===== config.mk =====
export PLATFORM = sky130hd
export DESIGN_NAME = stopwatch_ctrl
export DESIGN_NICKNAME = d
export VERILOG_FILES = /design/src/rtl/stopwatch_ctrl.sv
export SDC_FILE = /design/constraint.sdc
export NUM_CORES = 1
export LEC_CHECK = 0
export ABC_AREA = 1
export CAP_MARGIN = 20
export CORE_AREA = 2 2 76 78
export CTS_BUF_LIST = sky130_fd_sc_hd__clkbuf_16
export CTS_CLUSTER_DIAMETER = 60
export CTS_CLUSTER_SIZE = 20
export DETAILED_ROUTE_END_ITERATION = 16
export DIE_AREA = 0 0 78 80
export HOLD_SLACK_MARGIN = 0.12
export PLACE_DENSITY = 0.89
export RECOVER_POWER = 25
export SKIP_LAST_GASP = 1
export SYNTH_ARGS = -nofsm -noshare
export SYNTH_HDL_FRONTEND = slang
export SYNTH_SLANG_ARGS = --single-unit

===== constraint.sdc =====
create_clock -name i_clk -period 2.5 [get_ports i_clk]
set_clock_uncertainty 0.2 [all_clocks]
set_input_delay 0.5 -clock i_clk [delete_from_list [all_inputs] [get_ports i_clk]]
set_output_delay 0.5 -clock i_clk [all_outputs]
set_load 0.01 [all_outputs]

===== src/rtl/stopwatch_ctrl.sv =====
// stopwatch_ctrl
// Run/pause/lap/clear sequencer for a 4-digit packed-BCD counter chain.
// It turns debounced start/stop and lap/reset button levels into one-cycle
// enable and clear strobes for the counter, freezes a lap value for the
// display, and parks the chain at 9999 instead of letting it wrap.
`timescale 1ns/1ps

module stopwatch_ctrl #(
    parameter int unsigned TICK_DIV = 1000000   // clk cycles per count increment, 2..2^24
) (
    input  logic        i_clk,
    input  logic        i_grst,        // synchronous, active-high; shared with the counter chain
    input  logic        i_btn_ss,      // start/stop level, debounced
    input  logic        i_btn_lr,      // lap/reset level, debounced
    input  logic [15:0] i_cnt_val,     // counter value {d3,d2,d1,d0}
    input  logic        i_cnt_tc,      // counter sits at 9999
    output logic        o_cnt_en,      // one-cycle increment strobe
    output logic        o_cnt_clr,     // one-cycle clear strobe
    output logic [15:0] o_disp,        // value for the display multiplexer
    output logic        o_running,     // RUN or LAP
    output logic        o_lap_act,     // LAP: display frozen
    output logic        o_ovf          // chain stopped at 9999
);

    // Prescaler only ever holds 0..TICK_DIV-1.
    localparam int unsigned   PW        = $clog2(TICK_DIV);
    localparam logic [PW-1:0] TICK_LAST = PW'(TICK_DIV - 1);
    localparam logic [15:0]   DISP_FULL = 16'h9999;

    typedef enum logic [2:0] {
        S_IDLE  = 3'd0,
        S_RUN   = 3'd1,
        S_PAUSE = 3'd2,
        S_LAP   = 3'd3,
        S_OVF   = 3'd4
    } state_t;

    state_t        r_state;
    state_t        w_next_state;

    logic          r_ss_q;
    logic          r_ss_d;
    logic          r_lr_q;
    logic          r_lr_d;
    logic          w_ss_press;
    logic          w_lr_press;

    logic [PW-1:0] r_presc;
    logic          w_live;
    logic          w_tick;

    logic          w_clr_req;
    logic          w_lap_capture;
    logic [15:0]   r_lap;

    logic          w_running;
    logic          w_lap_act;
    logic          w_ovf;
    logic [15:0]   w_disp;

    logic          r_cnt_en;
    logic          r_cnt_clr;
    logic [15:0]   r_disp;
    logic          r_running;
    logic          r_lap_act;
    logic          r_ovf;

    // Sample both button levels once and keep the previous sample for edge detection.
    // NOTE: clocked state is written with <= so every flop sees the pre-edge values of its neighbours.
    always_ff @(posedge i_clk) begin
        if (i_grst) begin
            r_ss_q <= 1'b0;
            r_ss_d <= 1'b0;
            r_lr_q <= 1'b0;
            r_lr_d <= 1'b0;
        end else begin
            r_ss_q <= i_btn_ss;
            r_ss_d <= r_ss_q;
            r_lr_q <= i_btn_lr;
            r_lr_d <= r_lr_q;
        end
    end

    // A press is the rising edge of the sampled level; start/stop beats lap/reset.
    assign w_ss_press = r_ss_q & ~r_ss_d;
    assign w_lr_press = r_lr_q & ~r_lr_d & ~w_ss_press;

    // The time base advances only while the stopwatch is counting.
    assign w_live = (r_state == S_RUN) || (r_state == S_LAP);
    assign w_tick = w_live && (r_presc == TICK_LAST);

    // State register.
    always_ff @(posedge i_clk) begin
        if (i_grst) begin
            r_state <= S_IDLE;
        end else begin
            r_state <= w_next_state;
        end
    end

    // Next-state decision plus the clear and lap-capture side effects of each transition.
    always_comb begin
        // NOTE: every output of this block gets a default first, so no path can infer a latch.
        w_next_state  = r_state;
        w_clr_req     = 1'b0;
        w_lap_capture = 1'b0;
        case (r_state)
            S_IDLE: begin
                if (w_ss_press) begin
                    w_next_state = S_RUN;
                end else if (w_lr_press) begin
                    w_clr_req = 1'b1;
                end
            end
            S_RUN: begin
                if (w_ss_press) begin
                    w_next_state = S_PAUSE;
                end else if (w_lr_press) begin
                    w_next_state  = S_LAP;
                    w_lap_capture = 1'b1;
                end else if (w_tick && i_cnt_tc) begin
                    w_next_state = S_OVF;
                end
            end
            S_LAP: begin
                if (w_ss_press) begin
                    w_next_state = S_PAUSE;
                end else if (w_lr_press) begin
                    w_next_state = S_RUN;
                end else if (w_tick && i_cnt_tc) begin
                    w_next_state = S_OVF;
                end
            end
            S_PAUSE: begin
                if (w_ss_press) begin
                    w_next_state = S_RUN;
                end else if (w_lr_press) begin
                    w_next_state = S_IDLE;
                    w_clr_req    = 1'b1;
                end
            end
            S_OVF: begin
                // Start/stop is ignored here; only lap/reset leaves the overflow hold.
                if (w_lr_press) begin
                    w_next_state = S_IDLE;
                    w_clr_req    = 1'b1;
                end
            end
            default: begin
                w_next_state = S_IDLE;
            end
        endcase
    end

    // Prescaler: wraps every TICK_DIV live cycles, holds through PAUSE, restarts on IDLE/OVF entry.
    always_ff @(posedge i_clk) begin
        if (i_grst) begin
            r_presc <= '0;
        end else if ((w_next_state == S_IDLE) || (w_next_state == S_OVF)) begin
            r_presc <= '0;
        end else if (w_live) begin
            r_presc <= w_tick ? '0 : r_presc + PW'(1);
        end
    end

    // Lap register: freezes the counter value seen in the cycle the lap press is detected.
    always_ff @(posedge i_clk) begin
        if (i_grst) begin
            r_lap <= '0;
        end else if (w_lap_capture) begin
            r_lap <= i_cnt_val;
        end
    end

    // Output decode from the current state, ahead of the output registers.
    always_comb begin
        w_running = w_live;
        w_lap_act = (r_state == S_LAP);
        w_ovf     = (r_state == S_OVF);
        if (r_state == S_LAP) begin
            w_disp = r_lap;
        end else if (r_state == S_OVF) begin
            w_disp = DISP_FULL;
        end else begin
            w_disp = i_cnt_val;
        end
    end

    // Output registers; the enable is withheld at 9999 so the chain never wraps.
    always_ff @(posedge i_clk) begin
        if (i_grst) begin
            r_cnt_en  <= 1'b0;
            r_cnt_clr <= 1'b0;
            r_disp    <= '0;
            r_running <= 1'b0;
            r_lap_act <= 1'b0;
            r_ovf     <= 1'b0;
        end else begin
            r_cnt_en  <= w_tick & ~i_cnt_tc;
            r_cnt_clr <= w_clr_req;
            r_disp    <= w_disp;
            r_running <= w_running;
            r_lap_act <= w_lap_act;
            r_ovf     <= w_ovf;
        end
    end

    assign o_cnt_en  = r_cnt_en;
    assign o_cnt_clr = r_cnt_clr;
    assign o_disp    = r_disp;
    assign o_running = r_running;
    assign o_lap_act = r_lap_act;
    assign o_ovf     = r_ovf;

endmodule


==> flow_summary.yaml, run 1 <==
route:
  finalWirelength_mm: 7.551
  remaining_drc_errors: 0
  routed_via_density: 5.587
  drt.antenna.violating_nets: 0
  drt-wirelength-per-cell_um: 15.67
  dr_total_vias: 2693
  drtPass1Iterations: 5
  drt_iter0_drc: 194
sta:
  fmaxAchievable_ghz: 0.4341
  period_minus_slack_ns: 2.304
  rsz0062_at_grt: "no"
  max_slew.worst_pin.slew_ns: 0.5498
  setup-violations-final: 0
  slew_viol_final: 0
  worst_rel_slew_slack_pct: 63.01
  finalSetupTns_ns: 0
  timing.final.crit_share_pct: 92.15
  worst_slack_ns: 0.1963
  timing_hold_violations_final: 0
synth:
  syn_area_mm2: 0.002838
  sequential_cell_area_fraction_in_the_yosys_report_pct: 45.15
  commonest_cells_post_synth: "64 x sky130_fd_sc_hd__dfxtp_1, 54 x sky130_fd_sc_hd__nand2_1, 45 x sky130_fd_sc_hd__nor2_1"
  synthesized_nets: 383
  syn-instance-count: 361
  count_of_flip_flops_with_a_built_in_enable_after_synthesis: 0
  yosys.area.top_type_share_pct: 45.15
  post-synth-top-count-cell: "sky130_fd_sc_hd__dfxtp_1"
  yosys_warn_count: 0
  netlist-cell-type-count: 35
  synth_largest_area_cell: "sky130_fd_sc_hd__dfxtp_1"
  synth-async-reset-ratio_pct: 0
  synth_flop_cell: "sky130_fd_sc_hd__dfxtp_1"
  synth_area_leaders: "sky130_fd_sc_hd__dfxtp_1 45%, sky130_fd_sc_hd__nand2_1 7.1%, sky130_fd_sc_hd__nor2_1 6.0%"
  avgSynthCellArea_um2: 7.861
  synth.ff_latch_count: 64
clock_tree:
  clk_transition_reported_paths_ns: 0.06
  hold_buffers: 0
  post_cts.repair.setup_buffers: 0
  worst_skew_pair.late_latency_ns: 0.33
  post_cts_resize_count: 0
  clock_tree_from_tritoncts: "built"
  tritoncts_num_sinks: 64
  root_buf_cell: "sky130_fd_sc_hd__clkbuf_16"
  numCtsBuffers: 9
  clock_buffer_depth: 2
  htree_num_levels: 3
die:
  core-area_mm2: 0.005405
  initial_core_util_pct: 52.50
  die_outline_area_mm2: 0.006240
  fp.dieH_um: 80
  row_count: 27
  i_o_pins: 42
  die_w_um: 78
placement:
  portBuffers: 41
  dp.final_hpwl_mm: 4.699
  pre_cts_ws_ns: 0.3299
  place.gp.congestion: 0.9729
global_routing:
  tot_gr_track_use_pct: 26.14
  grt-ovfl-total: 0
  grt_pass1_wl_mm: 12.56
  first_global_vias: 2739
  grt_antenna_before_repair: 0
  grt_start_max_net_pins: 30
cells_and_area:
  utilization_pct: 67.13
  area_used_by_multi_input_combinational_logic_mm2: 0.001281
  register_area_mm2: 0.001281
  final.fill_count: 390
  insertedDiodeCount: 0
  finalNetCount: 427
  post_route_cells_drive_above_1_share_pct: 16.10
  area.growth.synth_to_final_pct: 27.87
worst_setup_path:
  launching_element_type_of_the_critical_path: "register"
  worst_ep_required_time_ns: 2.52
  timing.reg2reg.worst_path_depth: 13
  timing.critical_path.arrival_ns: 2.32
  timing.reg2reg.setup_slack_ns: 0.20
  critPathCaptureType: "register"
  critPathLaunch: "r_presc[0]$_SDFFE_PP0P_"
  largest_driver_fanout_on_the_critical_path: 14
  r2r-start: "r_presc[0]$_SDFFE_PP0P_"
  regToRegEndpoint: "r_presc[16]$_SDFFE_PP0P_"
  crit_type: "reg2reg"
power:
  power.density_cell_area_mw_per_mm2: 705.7
  maximum_vdd_drop_mv: 0.5177
  total_power_mw: 2.561
  leakagePower_nw: 1.430
min_path:
  min_from: "r_ss_q$_SDFF_PP0_"
  worst_hold_path_type: "reg2reg"
  number_of_stages_on_the_worst_hold_path: 2
  worstHoldEndpoint: "r_ss_d$_SDFF_PP0_"
run_status:
  status: "completed"
flow_run:
  maxCapViolations: 0
## power breakdown
part	switching, mW	leakage, nW	internal [mW]	total (mW)
clock	0.474	0.148	0.871	1.35
combinational	0.0794	0.761	0.0808	0.160
sequential	0.0101	0.522	1.05	1.06
## kinds of logic after synthesis
group                    Yosys count  share of synthesized area, %
flip-flops                        64                         45.15
multiplexers                       1                        0.3968
AND/OR/NAND/NOR                  151                         24.91
AO/OA/AOI/OAI                     79                         18.83
XOR/XNOR                           3                        0.9261
adder cells (fa/ha/maj)            1                        0.4408
buffers and inverters             62                         9.348
## routing by layer
metal	part of all wire [%]	GRT usage, %
met1	40	27.70
met2	51	45.60
met3	7.0	9.729
met4	2.6	13.16
met5	0	0
## worst max-delay path: stages, from the launching register on
cell	delay, ns
sky130_fd_sc_hd__dfxtp_1	0.37
sky130_fd_sc_hd__ha_1	0.19
sky130_fd_sc_hd__nand2_1	0.10
sky130_fd_sc_hd__nor2_1	0.24
sky130_fd_sc_hd__nand2_2	0.11
sky130_fd_sc_hd__nor2_4	0.14
sky130_fd_sc_hd__nand3_2	0.08
sky130_fd_sc_hd__nand2_1	0.07
sky130_fd_sc_hd__nand2_1	0.05
sky130_fd_sc_hd__nand2_1	0.06
sky130_fd_sc_hd__nand2_1	0.07
sky130_fd_sc_hd__nand2_2	0.22
sky130_fd_sc_hd__buf_12	0.20
sky130_fd_sc_hd__a21oi_2	0.07
## worst max path at each step
| stage | endpoint | slack (ns) | depth (start not counted) |
|---|---|---|---|
| 6_report | r_presc[16]$_SDFFE_PP0P_ | 0.20 | 13 |
| 5_1_grt | r_presc[12]$_SDFFE_PP0P_ | 0.11 | 13 |
| 4_1_cts | r_presc[19]$_SDFFE_PP0P_ | 0.30 | 13 |
| 3_5_place_dp | r_presc[19]$_SDFFE_PP0P_ | 0.33 | 9 |
| 3_3_place_gp | r_presc[12]$_SDFFE_PP0P_ | 0.40 | 9 |
| 2_1_floorplan | r_presc[12]$_SDFFE_PP0P_ | 0.68 | 11 |
## through the flow
| stage | instances | hold WS, ns | area, um^2 |
|---|---|---|---|
| 2_1_floorplan | 361 | 0.2022 | 2838 |
| 3_3_place_gp | 466 | 0.2116 | 3323 |
| 3_5_place_dp | 466 | 0.2238 | 3323 |
| 4_1_cts | 482 | 0.2315 | 3645 |
| 5_1_grt | 482 | 0.2693 | 3628 |
| 6_report | 482 | 0.2272 | 3628 |
## sequential cells by signal (all words and copies together) (netlist names)
signal	flops
o_cnt_clr	1
o_cnt_en	1
o_disp	16
o_lap_act	1
o_ovf	1
o_running	1
r_lap	16
r_lr_d	1
r_lr_q	1
r_presc	20
r_ss_d	1
r_ss_q	1
r_state	3
## cells in the final DEF (no fill, tap or decap), types with 3 or more instances in the layout
master / n
sky130_fd_sc_hd__dfxtp_1: 64
sky130_fd_sc_hd__nand2_1: 54
sky130_fd_sc_hd__nor2_1: 47
sky130_fd_sc_hd__inv_1: 41
sky130_fd_sc_hd__clkdlybuf4s50_1: 39
sky130_fd_sc_hd__o21ai_0: 28
sky130_fd_sc_hd__a21oi_2: 19
sky130_fd_sc_hd__a21oi_1: 18
sky130_fd_sc_hd__nand3_1: 15
sky130_fd_sc_hd__clkbuf_16: 9
sky130_fd_sc_hd__nand4_1: 8
sky130_fd_sc_hd__inv_2: 7
sky130_fd_sc_hd__nor2_2: 5
sky130_fd_sc_hd__nor3_1: 5
sky130_fd_sc_hd__nand2_2: 4
sky130_fd_sc_hd__nor4_1: 4
sky130_fd_sc_hd__a32o_1: 4
sky130_fd_sc_hd__o221a_2: 3
sky130_fd_sc_hd__o211ai_1: 3
sky130_fd_sc_hd__xor2_1: 3
sky130_fd_sc_hd__clkinvlp_4: 3
## area by class of cell
class / instances / share of cell area, %
Clock buffer: 9 / 6.207
Clock inverter: 7 / 2.655
Tap cell: 72 / 2.483
Multi-Input combinational cell: 235 / 35.31
Timing Repair Buffer: 47 / 13.07
Sequential cell: 64 / 35.31
Inverter: 48 / 4.966
Power figures use the tool's default switching activity.
==> run 2, diff against run 1 <==
Settings changed: CORE_AREA 2 2 76 78 to 2 2 88 90, CTS_CLUSTER_SIZE 20 to default, DIE_AREA 0 0 78 80 to 0 0 90 92, PLACE_DENSITY 0.89 to 0.71.
==> flow_summary.yaml, run 2 (same netlist as run 1, synthesis figures left out) <==
worst_setup_path:
  critPathCaptureType: "register"
  timing.critical_path.arrival_ns: 2.11
  timing.reg2reg.setup_slack_ns: 0.39
  worstPathCellList: "ha_1 -> nand2_1 -> nor2_1 -> nand2_2 -> nor2_4 -> nand3_2 -> nand2_1 -> nand2_1 -> a21oi_4 -> buf_12 -> a21oi_1"
  r2r-start: "r_presc[0]$_SDFFE_PP0P_"
  max_stage_delay_ns: 0.36
  critPathMostFrequentCell: "sky130_fd_sc_hd__nand2_1"
  critical_path.top_delay_family: "simple AND/OR/NAND/NOR gates"
  critical_path_buf_inv_count: 1
  worst_ep_required_time_ns: 2.50
  crit_type: "reg2reg"
  timing.reg2reg.worst_path_depth: 11
  largest_driver_fanout_on_the_critical_path: 21
  launching_element_type_of_the_critical_path: "register"
  worst-path-stages: 11
  regToRegEndpoint: "r_presc[19]$_SDFFE_PP0P_"
  worst_path_max_delay_cell: "sky130_fd_sc_hd__dfxtp_1"
global_routing:
  grt_antenna_before_repair: 0
  grt_pass1_wl_mm: 10.72
  grt_start_max_net_pins: 32
  grt-ovfl-total: 0
  first_global_vias: 2394
  tot_gr_track_use_pct: 15.99
cells_and_area:
  area.growth.synth_to_final_pct: 29.67
  finalNetCount: 428
  final.fill_count: 725
  post_route_cells_drive_above_1_share_pct: 15.82
  layout.cells.most_common_list: "64 x sky130_fd_sc_hd__dfxtp_1, 54 x sky130_fd_sc_hd__nand2_1, 47 x sky130_fd_sc_hd__nor2_1, 42 x sky130_fd_sc_hd__inv_1, 37 x sky130_fd_sc_hd__clkdlybuf4s50_1"
  design_area_mm2: 0.003680
  insertedDiodeCount: 0
  largest-register: "r_presc"
  largest_register_ffs: 20
  layout.cells.most_common: "sky130_fd_sc_hd__dfxtp_1"
placement:
  portBuffers: 41
  dp.final_hpwl_mm: 4.411
  placedInstanceArea_mm2: 0.003356
  place.gp.congestion: 0.8312
flow_run:
  maxCapViolations: 0
route:
  drt-wirelength-per-cell_um: 12.17
  drt_iter0_drc: 131
  drtPass1Iterations: 4
  drt.antenna.violating_nets: 0
  finalWirelength_mm: 6.243
  remaining_drc_errors: 0
  dr_total_vias: 2514
  routed_via_density: 4.901
clock_tree:
  root_buf_cell: "sky130_fd_sc_hd__clkbuf_16"
  clock_tree_from_tritoncts: "built"
  post_cts.repair.setup_buffers: 0
  post_cts_resize_count: 0
  tritoncts_num_sinks: 64
  worst_skew_pair.late_latency_ns: 0.33
  hold_buffers: 0
  htree_num_levels: 3
  clk_transition_reported_paths_ns: 0.06
  numCtsBuffers: 9
  clock_buffer_depth: 2
sta:
  timing.final.crit_share_pct: 84.37
  slew_viol_final: 0
  fmaxAchievable_ghz: 0.4741
  max_slew.worst_pin.slew_ns: 0.4984
  rsz0062_at_grt: "no"
  worst_rel_slew_slack_pct: 66.78
  period_minus_slack_ns: 2.109
  setup-violations-final: 0
  timing_hold_violations_final: 0
  finalSetupTns_ns: 0
run_status:
  status: "completed"
min_path:
  worst_hold_path_type: "reg2reg"
  number_of_stages_on_the_worst_hold_path: 2
  min_from: "r_ss_q$_SDFF_PP0_"
  worstHoldEndpoint: "r_ss_d$_SDFF_PP0_"
power:
  maximum_vdd_drop_mv: 0.4676
  power.density_cell_area_mw_per_mm2: 717.6
  leakagePower_nw: 1.449
die:
  die_w_um: 90
  die_outline_area_mm2: 0.008280
  row_count: 32
  core-area_mm2: 0.007447
  initial_core_util_pct: 38.10
  i_o_pins: 42
  fp.dieH_um: 92
-- run 2: routing by layer --
metal / track usage (%) / part of all wire [%] / vias up
met5: 0 / 0 / -
met4: 5.513 / 0.95 / 0
met3: 6.081 / 7.4 / 6
met2: 25.69 / 47 / 73
met1: 19.69 / 45 / 1154
li1: - / - / 1281
-- run 2: tightest hold or removal path, stage by stage (launching register included) --
cell and delay, ns:
sky130_fd_sc_hd__dfxtp_1 0.30, sky130_fd_sc_hd__inv_1 0.06, sky130_fd_sc_hd__nor2_1 0.03
-- run 2: metrics by stage --
| step | hold slack (ns) | std cells | power, mW | util (%) | setup slack (ns) |
|---|---|---|---|---|---|
| after floorplan | 0.2022 | 361 | 1.150 | - | 0.6811 |
| after global placement | 0.2193 | 497 | 1.228 | 45.06 | 0.4918 |
| after detailed placement | 0.2266 | 497 | 1.230 | 45.06 | 0.4671 |
| after CTS | 0.2316 | 513 | 2.674 | 49.68 | 0.4906 |
| after global routing | 0.2667 | 513 | 2.739 | 49.41 | 0.2083 |
| final | 0.2266 | 513 | 2.641 | 49.41 | 0.3908 |
-- run 2: worst max-delay path by stage --
stage / start / to
floorplan: r_presc[0]$_SDFFE_PP0P_ / r_presc[12]$_SDFFE_PP0P_
global placement: i_cnt_tc / r_presc[19]$_SDFFE_PP0P_
detailed placement: i_cnt_tc / r_presc[19]$_SDFFE_PP0P_
CTS: r_presc[0]$_SDFFE_PP0P_ / r_presc[19]$_SDFFE_PP0P_
global route: r_presc[1]$_SDFFE_PP0P_ / r_presc[13]$_SDFFE_PP0P_
finish: r_presc[0]$_SDFFE_PP0P_ / r_presc[19]$_SDFFE_PP0P_
-- run 2: area by class of cell --
cell class,instances,area [um^2],area share [%]
repair buffers,48,465.4,12.65
clock buffers,9,225.2,6.120
flip-flops and latches,64,1281,34.82
well taps,102,127.6,3.468
inverters,48,180.2,4.896
multi-input cells,235,1281,34.82
clock inverters,7,118.9,3.230
-- run 2: where the power goes --
part	switching (mW)	leakage [nW]	total, mW	internal (mW)
Combinational	0.0726	0.760	0.151	0.0784
Clock	0.459	0.168	1.44	0.976
Sequential	0.00856	0.522	1.05	1.05
==> patch: new RTL, config.mk and constraints of run 1 <==
Put one more register stage on the output `o_cnt_en`, without a reset. The value now appears one clock later. The other outputs are not delayed to match.
--- a/src/rtl/stopwatch_ctrl.sv
+++ b/src/rtl/stopwatch_ctrl.sv
@@ -205,7 +205,9 @@
         end
     end
 
-    assign o_cnt_en  = r_cnt_en;
+    always_ff @(posedge i_clk) begin
+        o_cnt_en <= r_cnt_en;
+    end
     assign o_cnt_clr = r_cnt_clr;
     assign o_disp    = r_disp;
     assign o_running = r_running;
Check against the original RTL: no difference found for any inputs over 10 cycles, from zero or initial values and one cycle with i_grst high; that may be too few to reach the edited logic, so the function may still have changed.
==> patch against run 1 <==
- total power shrank 5.0%
- worst setup slack gained 0.014 ns
- sequential cell count grew 1
- design area shrank 0.69%
- area after synthesis grew 0.71%
- wire length shrank 5.6%
==> patch: results (changes against run 1) <==
| Metric | Value |
|---|---|
| Run status | complete, no violations |
| Fin nets | 427 (unchanged) |
| Syn Nets | 384 (+0.26%) |
| H-Tree Depth | 3 (unchanged) |
| # diodes | 0 (unchanged) |
| Global-route wire length before repair | 11720 um (-6.7%) |
| Total power density per cell area | 675.1 nW/um2 (-4.3%) |
| Seq pwr | about 0.0011 W |
| Routed Antenna Nets | 0 (unchanged) |
| Layout cell share with drive strength beyond 1 | 15.37% (-0.73 points) |
| Final wirelength | 7126 um (-5.6%) |
| Cell variety after synth | 35 (unchanged) |
| Initial DRC Count | 305 (+57%) |
| Switch Pwr | 0.0005326 W (-5.4%) |
| Router iterations before antenna repair | 5 (unchanged) |
| Mux contribution to synthesized area | 0.3940% (-0.0028 points) |
| Port bufs | 41 (unchanged) |
| HPWL after detailed placement | 4588 um (-2.4%) |
| Critical Path Fanout Max | 12 (-2) |
| Hold path depth | 0 (-2) |
| Vias | 2669 (-0.89%) |
| XOR/XNOR Fraction of Synth Area | 0.9194% (-0.0065 points) |
| CTS root buf | clkbuf_16 |
| Top cells by area, synth | dfxtp_1 (46%), nand2_1 (7.1%), nor2_1 (5.9%) |
| Initial antenna violation count | 0 (unchanged) |
| Hold Crit Class | reg -> reg |
| Max reg flops | 20 (unchanged) |
| Synth Warn # | 0 (unchanged) |
| Synth Area in Adders | 0.4378% (-0.0031 points) |
| R2R depth | 8 (-5) |
| Top reg by flops | r_presc |
| Largest net degree at the start of global routing | 32 (+6.7%) |
| GPL Wtd Cong | 0.9734 (about the same) |
| LEAKAGE | 1.434 nW (+0.31%) |
| # hold bufs at CTS | 0 (unchanged) |
| Clock power frac | 49.5% (-3.0 points) |
| Most frequent cells after synthesis | dfxtp_1 (65), nand2_1 (54), nor2_1 (45) |
| DP Area | 3336 um2 (+0.38%) |
| WP data arrival | 2.32 ns (about the same) |
| Post-cts resize count | 0 (unchanged) |
| TritonCTS Buffers | 9 (unchanged) |
| Worst slack, placed | 0.3765 ns (+0.04655 ns) |
| Compound-cell area share of the yosys netlist | 18.70% (-0.13 points) |
| Clock Path Buffers | 2 (unchanged) |
| Maximum vdd drop | 0.0005854 V (+13%) |
| Register area share after synthesis | 45.53% (+0.38 points) |
| Total GRT Usage | 23.92% (-2.2 points) |
| Worst Tran Pin Value | 0.5516 ns (+0.001814 ns) |
| Post-CTS Setup Bufs | 0 (unchanged) |
patch: changes by cell type after synthesis, sizes merged:
cell,change
dfxtp,+1
patch: critical path, cell delays in order (launching register included):
cell and delay, ns:
dfxtp_1 0.37, inv_2 0.07, nand2_2 0.22, nor2_1 0.16, inv_1 0.29, nand2_1 0.17
inv_1 0.36, nand2_1 0.15, a21oi_1 0.21
patch: kinds of logic after synthesis:
family / after synthesis
AOI/OAI and AO/OA: 79
xor gates and xnor gates: 3
adders and majority gates: 1
buffers and inverters: 62
DFF: 65
muxes: 1
and+or+nand+nor: 151
patch: path summary, 6_finish.rpt:
kind                          from              endpoint  slack, ns
max reg2reg  r_state[2]$_SDFF_PP0_  o_disp[5]$_SDFF_PP0_       0.21
max          r_state[2]$_SDFF_PP0_  o_disp[5]$_SDFF_PP0_       0.21
min            r_cnt_en$_SDFF_PP0_      o_cnt_en$_DFF_P_       0.13
min reg2reg    r_cnt_en$_SDFF_PP0_      o_cnt_en$_DFF_P_       0.13
patch: cell type report:
type | count | area, um2
clock inverter | 7 | 61.31
sequential | 65 | 1301
clock buffer | 9 | 225.2
multi-input combinational | 235 | 1279
timing repair buffer | 46 | 466.7
inverter | 48 | 180.2
fill | 414 | 1802
tap | 72 | 90.09
patch: per-stage QoR:
stage,instances,util [%],hold slack [ns]
floorplan,362,-,0.1096
global placement,466,61.71,0.1112
detailed placement,466,61.71,0.1213
CTS,482,67.01,0.1334
global route,482,66.67,0.1413
finish,482,66.67,0.1318
patch: metal layers:
layer	GRT usage, %	vias up	part of all wire (%)
met5	0	-	0
met2	41.21	124	50
li1	-	1277	-
met1	26.51	1243	40
met3	6.448	25	6.7
met4	14.04	0	2.8
